File: config.mk
export PLATFORM = sky130hd
export DESIGN_NAME = reg_bank_stack
export DESIGN_NICKNAME = d
export VERILOG_FILES = /design/src/rtl/reg_bank_stack_pkg.sv /design/src/rtl/reg_bank_stack_link_stack.sv /design/src/rtl/reg_bank_stack.sv
export SDC_FILE = /design/constraint.sdc
export NUM_CORES = 2
export LEC_CHECK = 0
export CORE_ASPECT_RATIO = 0.8
export CORE_UTILIZATION = 60
export DETAILED_ROUTE_END_ITERATION = 8
export PLACE_DENSITY = 0.78
export SLEW_MARGIN = 20
export SYNTH_ARGS = -nofsm -noshare
export SYNTH_HDL_FRONTEND = slang
export SYNTH_SLANG_ARGS = --single-unit
File: constraint.sdc
create_clock -name clock -period 7.87 [get_ports clock]
set_input_delay 2.361 -clock clock [delete_from_list [all_inputs] [get_ports clock]]
set_output_delay 2.361 -clock clock [all_outputs]
set_load 0.005 [all_outputs]
File: src/rtl/reg_bank_stack_pkg.sv
// Shared defaults and link-stack operation codes for reg_bank_stack.
package reg_bank_stack_pkg;

  localparam int unsigned DEFAULT_DATA_W     = 32;
  localparam int unsigned DEFAULT_ADDR_W     = 5;
  localparam int unsigned DEFAULT_LINK_DEPTH = 4;

  typedef enum logic [1:0] {
    NONE    = 2'd0,
    PUSH    = 2'd1,
    POP     = 2'd2,
    REPLACE = 2'd3
  } linkOp_t;

endpackage

File: src/rtl/reg_bank_stack_link_stack.sv
// Circular-buffer link stack; overflow drops the oldest entry, errors pulse for one cycle.
module link_stack
  import reg_bank_stack_pkg::*;
#(
  parameter int unsigned DATA_W     = DEFAULT_DATA_W,
  parameter int unsigned LINK_DEPTH = DEFAULT_LINK_DEPTH,
  localparam int unsigned CW        = $clog2(LINK_DEPTH + 1),
  localparam int unsigned PW        = (LINK_DEPTH > 1) ? $clog2(LINK_DEPTH) : 1
) (
  input  logic              clock,
  input  logic              reset,
  input  logic              link_push,
  input  logic              link_pop,
  input  logic [DATA_W-1:0] link_data,
  output logic [DATA_W-1:0] link_value,
  output logic [CW-1:0]     link_count,
  output logic              link_empty,
  output logic              link_full,
  output logic              link_err
);

  logic [DATA_W-1:0] mem [LINK_DEPTH];
  logic [PW-1:0]     nextFree;
  logic [PW-1:0]     topIdx;
  logic [PW-1:0]     incPtr;
  logic [CW-1:0]     count;
  logic              err;
  linkOp_t           op;

  // nextFree is the slot the next push writes; when full it holds the oldest entry.
  assign topIdx = (nextFree == '0) ? PW'(LINK_DEPTH - 1) : nextFree - PW'(1);
  assign incPtr = (nextFree == PW'(LINK_DEPTH - 1)) ? '0 : nextFree + PW'(1);

  always_comb begin
    op = NONE;
    if (link_push && link_pop) op = REPLACE;
    else if (link_push)        op = PUSH;
    else if (link_pop)         op = POP;
  end

  assign link_empty = (count == '0);
  assign link_full  = (count == CW'(LINK_DEPTH));
  assign link_count = count;
  assign link_err   = err;
  assign link_value = link_empty ? '0 : mem[topIdx];

  always_ff @(posedge clock) begin
    if (reset) begin
      count    <= '0;
      nextFree <= '0;
      err      <= 1'b0;
    end else begin
      err <= 1'b0;
      unique case (op)
        PUSH: begin
          mem[nextFree] <= link_data;
          nextFree      <= incPtr;
          if (link_full) err <= 1'b1;
          else           count <= count + CW'(1);
        end
        POP: begin
          if (link_empty) begin
            err <= 1'b1;
          end else begin
            nextFree <= topIdx;
            count    <= count - CW'(1);
          end
        end
        REPLACE: begin
          // On an empty stack a replace degenerates into a push and is flagged.
          if (link_empty) begin
            mem[nextFree] <= link_data;
            nextFree      <= incPtr;
            count         <= CW'(1);
            err           <= 1'b1;
          end else begin
            mem[topIdx] <= link_data;
          end
        end
        default: ;
      endcase
    end
  end

endmodule

File: src/rtl/reg_bank_stack.sv
// Three-read/one-write register bank plus link stack. Optional same-cycle write
// bypass on the read ports is enabled by defining REG_BANK_STACK_BYPASS_EN.
module reg_bank_stack
  import reg_bank_stack_pkg::*;
#(
  parameter int unsigned DATA_W     = DEFAULT_DATA_W,
  parameter int unsigned ADDR_W     = DEFAULT_ADDR_W,
  parameter int unsigned LINK_DEPTH = DEFAULT_LINK_DEPTH,
  parameter int unsigned HARD_ZERO  = 0,
  localparam int unsigned NREGS     = 2 ** ADDR_W,
  localparam int unsigned CW        = $clog2(LINK_DEPTH + 1)
) (
  input  logic              clock,
  input  logic              reset,
  input  logic [ADDR_W-1:0] rh_addr,
  input  logic [ADDR_W-1:0] ro_addr,
  input  logic [ADDR_W-1:0] rd_addr,
  input  logic              wr_en,
  input  logic [ADDR_W-1:0] wr_addr,
  input  logic [DATA_W-1:0] wr_data,
  input  logic              link_push,
  input  logic              link_pop,
  input  logic [DATA_W-1:0] link_data,
  output logic [DATA_W-1:0] rh_value,
  output logic [DATA_W-1:0] ro_value,
  output logic [DATA_W-1:0] rd_value,
  output logic [DATA_W-1:0] link_value,
  output logic [CW-1:0]     link_count,
  output logic              link_empty,
  output logic              link_full,
  output logic              link_err
);

  logic [DATA_W-1:0] regs [NREGS];
  logic [ADDR_W-1:0] rdAddrs [3];
  logic [DATA_W-1:0] rdVals [3];
  logic              zeroLocked;

  assign zeroLocked = (HARD_ZERO != 0) && (wr_addr == '0);

  always_ff @(posedge clock) begin
    if (reset) begin
      for (int unsigned i = 0; i < NREGS; i++) regs[i] <= '0;
    end else if (wr_en && !zeroLocked) begin
      regs[wr_addr] <= wr_data;
    end
  end

  assign rdAddrs[0] = rh_addr;
  assign rdAddrs[1] = ro_addr;
  assign rdAddrs[2] = rd_addr;

  // Hard-zero masking is applied last so it also overrides the bypass path.
  always_comb begin
    for (int unsigned p = 0; p < 3; p++) begin
      rdVals[p] = regs[rdAddrs[p]];
`ifdef REG_BANK_STACK_BYPASS_EN
      if (wr_en && (wr_addr == rdAddrs[p])) rdVals[p] = wr_data;
`endif
      if ((HARD_ZERO != 0) && (rdAddrs[p] == '0)) rdVals[p] = '0;
    end
  end

  assign rh_value = rdVals[0];
  assign ro_value = rdVals[1];
  assign rd_value = rdVals[2];

  link_stack #(
    .DATA_W     (DATA_W),
    .LINK_DEPTH (LINK_DEPTH)
  ) linkStack (
    .clock      (clock),
    .reset      (reset),
    .link_push  (link_push),
    .link_pop   (link_pop),
    .link_data  (link_data),
    .link_value (link_value),
    .link_count (link_count),
    .link_empty (link_empty),
    .link_full  (link_full),
    .link_err   (link_err)
  );

endmodule
==> flow_summary.ini <==
[place]
gp_congestion = 0.961
hpwlAfterDp_mm = 156
portBuffers = 222

[clock_network]
root_buffer = clkbuf_16
postCtsHoldBufs = 0
clk_pin_slew_ns = 0.06
cts_sinks = 1158
cts_tree = done
cts_made_buffers = 116
clock_latency_ns = 0.78
clock_path_buffers = 3
htree_levels = 3

[pwr]
powerDensity_mw_per_mm2 = 203
p_leak_nw = 31.2
ir_worst_vdd_uv = 210
finalPower_w = 0.0160

[detailed_routing]
drc_errors = 10
route.vias.total = 55900
firstDrtPassIters = 9
wirelength_mm = 261
postRouteAntennaNets = 0
drt-initial-drc-count = 9269
wl_per_cell_um = 33.7
drt-vias-per-instance = 7.23

[synthesis]
yosysSeqAreaShare_pct = 49.4
netlist_area_mm2 = 0.0703
yosysTopAreaCell = edfxtp_1
ys_async_sr_fraction_pct = 0
synth_top_cell_area_share_pct = 49.2
syn_inst = 6071
synthTopCellsByCount = 1537 x mux2i_1, 1152 x edfxtp_1, 1027 x and2_1
syn_avg_cell_area_um2 = 11.6
synthTopCellsByArea = edfxtp_1 49%, mux2i_1 22%, and2_1 9.1%, a22oi_1 3.1%, a22o_1 2.4%
yosys_most_used_dff = edfxtp_1
synth_cell_type_count = 45
syn-num-nets = 6163
synth_seq_cells = 1158
synth_warnings = 0
yosysMostFrequentCell = mux2i_1
synth_edf_count = 1152

[timing]
period_needed_ns = 7.96
max-slew-margin-rel_pct = 15.8
fin_crit_sh_pct = 101
worstMarginPinSlew_ns = 1.26
hold_viol = 0
maxSlewViolCount = 0
max_freq_mhz = 126
setup_viol = 4
layout_setup_ws_ns = -0.0877
rsz0062_at_grt = no
final.setup_skew_ns = 0.0203

[min_path]
hold_class = flop to flop

[setup_path]
cp_max_fo = 21
start_kind = input port
endpoint_kind = output pin
cp.required_ns = 5.51
reg2reg_slack_ns = 4.59
crit_type = input port to output pin
critical_path_arrival_ns = 5.60

[run]
max_cap_viol_count = 0

[die]
io_pins = 223
num_rows = 111
coreArea_mm2 = 0.115
dieArea_mm2 = 0.119
fp.dieW_um = 385
die_h_um = 308
initial_utilization_pct = 60.9

[global_route]
grt_use_total_pct = 42.9
grt_remaining_overflow = 0
grt_antenna_before_repair = 35
grt_max_degree = 67
grt_pass1_wl_mm = 366
grt_pass1_vias = 53600

[layout]
nets = 6186
drive_above_1_share_pct = 9.37
syn_to_final_growth_pct = 11.9
finish.utilization_pct = 68.2

[status]
outcome = finished with violations
failed_checks = DRC, setup timing
==> metrics by stage <==
step | cell area [µm²] | worst slack [ns] | setup TNS [ns] | hold slack [ns] | instances
finish | 78700 | -0.0877 | -0.169 | 0.619 | 7739
global placement | 74800 | 0.0907 | 0 | 0.590 | 7501
global route | 78600 | 0.0164 | 0 | 0.680 | 7718
floorplan | 70300 | 1.98 | 0 | 0.549 | 6071
CTS | 78600 | 0.0589 | 0 | 0.617 | 7715
detailed placement | 74800 | 0.0551 | 0 | 0.595 | 7501
==> routing by layer <==
metal | GRT usage (%) | up-vias | wire length, µm | share of wire, %
li1 | - | 22700 | - | -
met5 | 0 | - | 432 | 0.17
met3 | 16.2 | 1188 | 41400 | 16
met2 | 62.0 | 5075 | 110000 | 42
met1 | 54.9 | 27000 | 91900 | 35
met4 | 25.1 | 26 | 17400 | 6.7
==> what timing repair did <==
item,CTS,global route
buffers inserted,0,0
resized for setup,0,3
setup endpoints to repair,0,3
==> critical path: stages <==
cell and delay, ns:
clkdlybuf4s50_1 0.72, nor2b_4 0.51, buf_12 0.28, a22o_1 0.20, nor3_1 0.06, a31oi_1 0.52
nand3_1 0.36, clkdlybuf4s50_1 0.55
==> cell type report <==
type / count / area (µm²)
tap: 1525 / 1910
timing repair buffer: 494 / 5130
clock inverter: 77 / 823
clock buffer: 137 / 3010
multi-input combinational: 4321 / 33000
inverter: 3 / 11.3
sequential: 1158 / 34700
antenna: 24 / 60.1
fill: 8372 / 36700
==> worst paths after layout <==
| kind | depth (start not counted) | endpoint | start |
|---|---|---|---|
| setup / recovery | 8 | rd_value[15] | rd_addr[0] |
| hold / removal | 2 | linkStack.nextFree[0]$_SDFFE_PP0P_ | linkStack.nextFree[0]$_SDFFE_PP0P_ |
| setup reg to reg | 6 | linkStack.mem[2][16]$_DFFE_PP_ | linkStack.nextFree[0]$_SDFFE_PP0P_ |
| hold reg to reg | 2 | linkStack.nextFree[0]$_SDFFE_PP0P_ | linkStack.nextFree[0]$_SDFFE_PP0P_ |
==> sequential cells by signal, summed over array words and instances, names as in the netlist <==
name and count:
linkStack.link_err 1, linkStack.mem 128, linkStack.nextFree 2, regs 1024, linkStack.link_count 3
==> cells in the final DEF, fill, tap and decap left out, drive strengths merged, types with 3 or more instances in the layout <==
cell,synthesis,final
a22oi,288,288
nand3b,4,4
nand3,293,293
inv,3,7
nor2,54,54
mux2i,1537,1537
or2,37,37
nand2b,9,9
and2,1027,1027
and2b,27,27
diode,0,24
a31oi,99,99
or3,3,3
clkinv,0,57
nand2,294,294
bufinv,0,13
dfxtp,6,6
a21oi,292,292
nor3,103,103
edfxtp,1152,1152
o21ai,3,3
clkinvlp,0,3
clkdlybuf4s50,0,211
a22o,192,192
clkbuf,326,137
buf,263,283
mux4,32,32
nor2b,15,15
==> power breakdown <==
part	internal (W)	leakage (nW)	total (W)	switching, W
logic	0.00111	18.4	0.00280	0.00169
registers	0.00714	11.0	0.00740	0.000260
clock network	0.00317	1.89	0.00575	0.00258
==> cells by family after synthesis <==
| group | Yosys count | share of synthesized area, % |
|---|---|---|
| AO/OA/AOI/OAI | 879 | 8.52 |
| XOR/XNOR | 2 | 0.0249 |
| adder cells (fa/ha/maj) | 3 | 0.0641 |
| buffers and inverters | 592 | 4.16 |
| flip-flops | 1158 | 49.4 |
| multiplexers | 1569 | 23.0 |
| AND/OR/NAND/NOR | 1868 | 14.9 |
(Power assumes the default switching activity.)
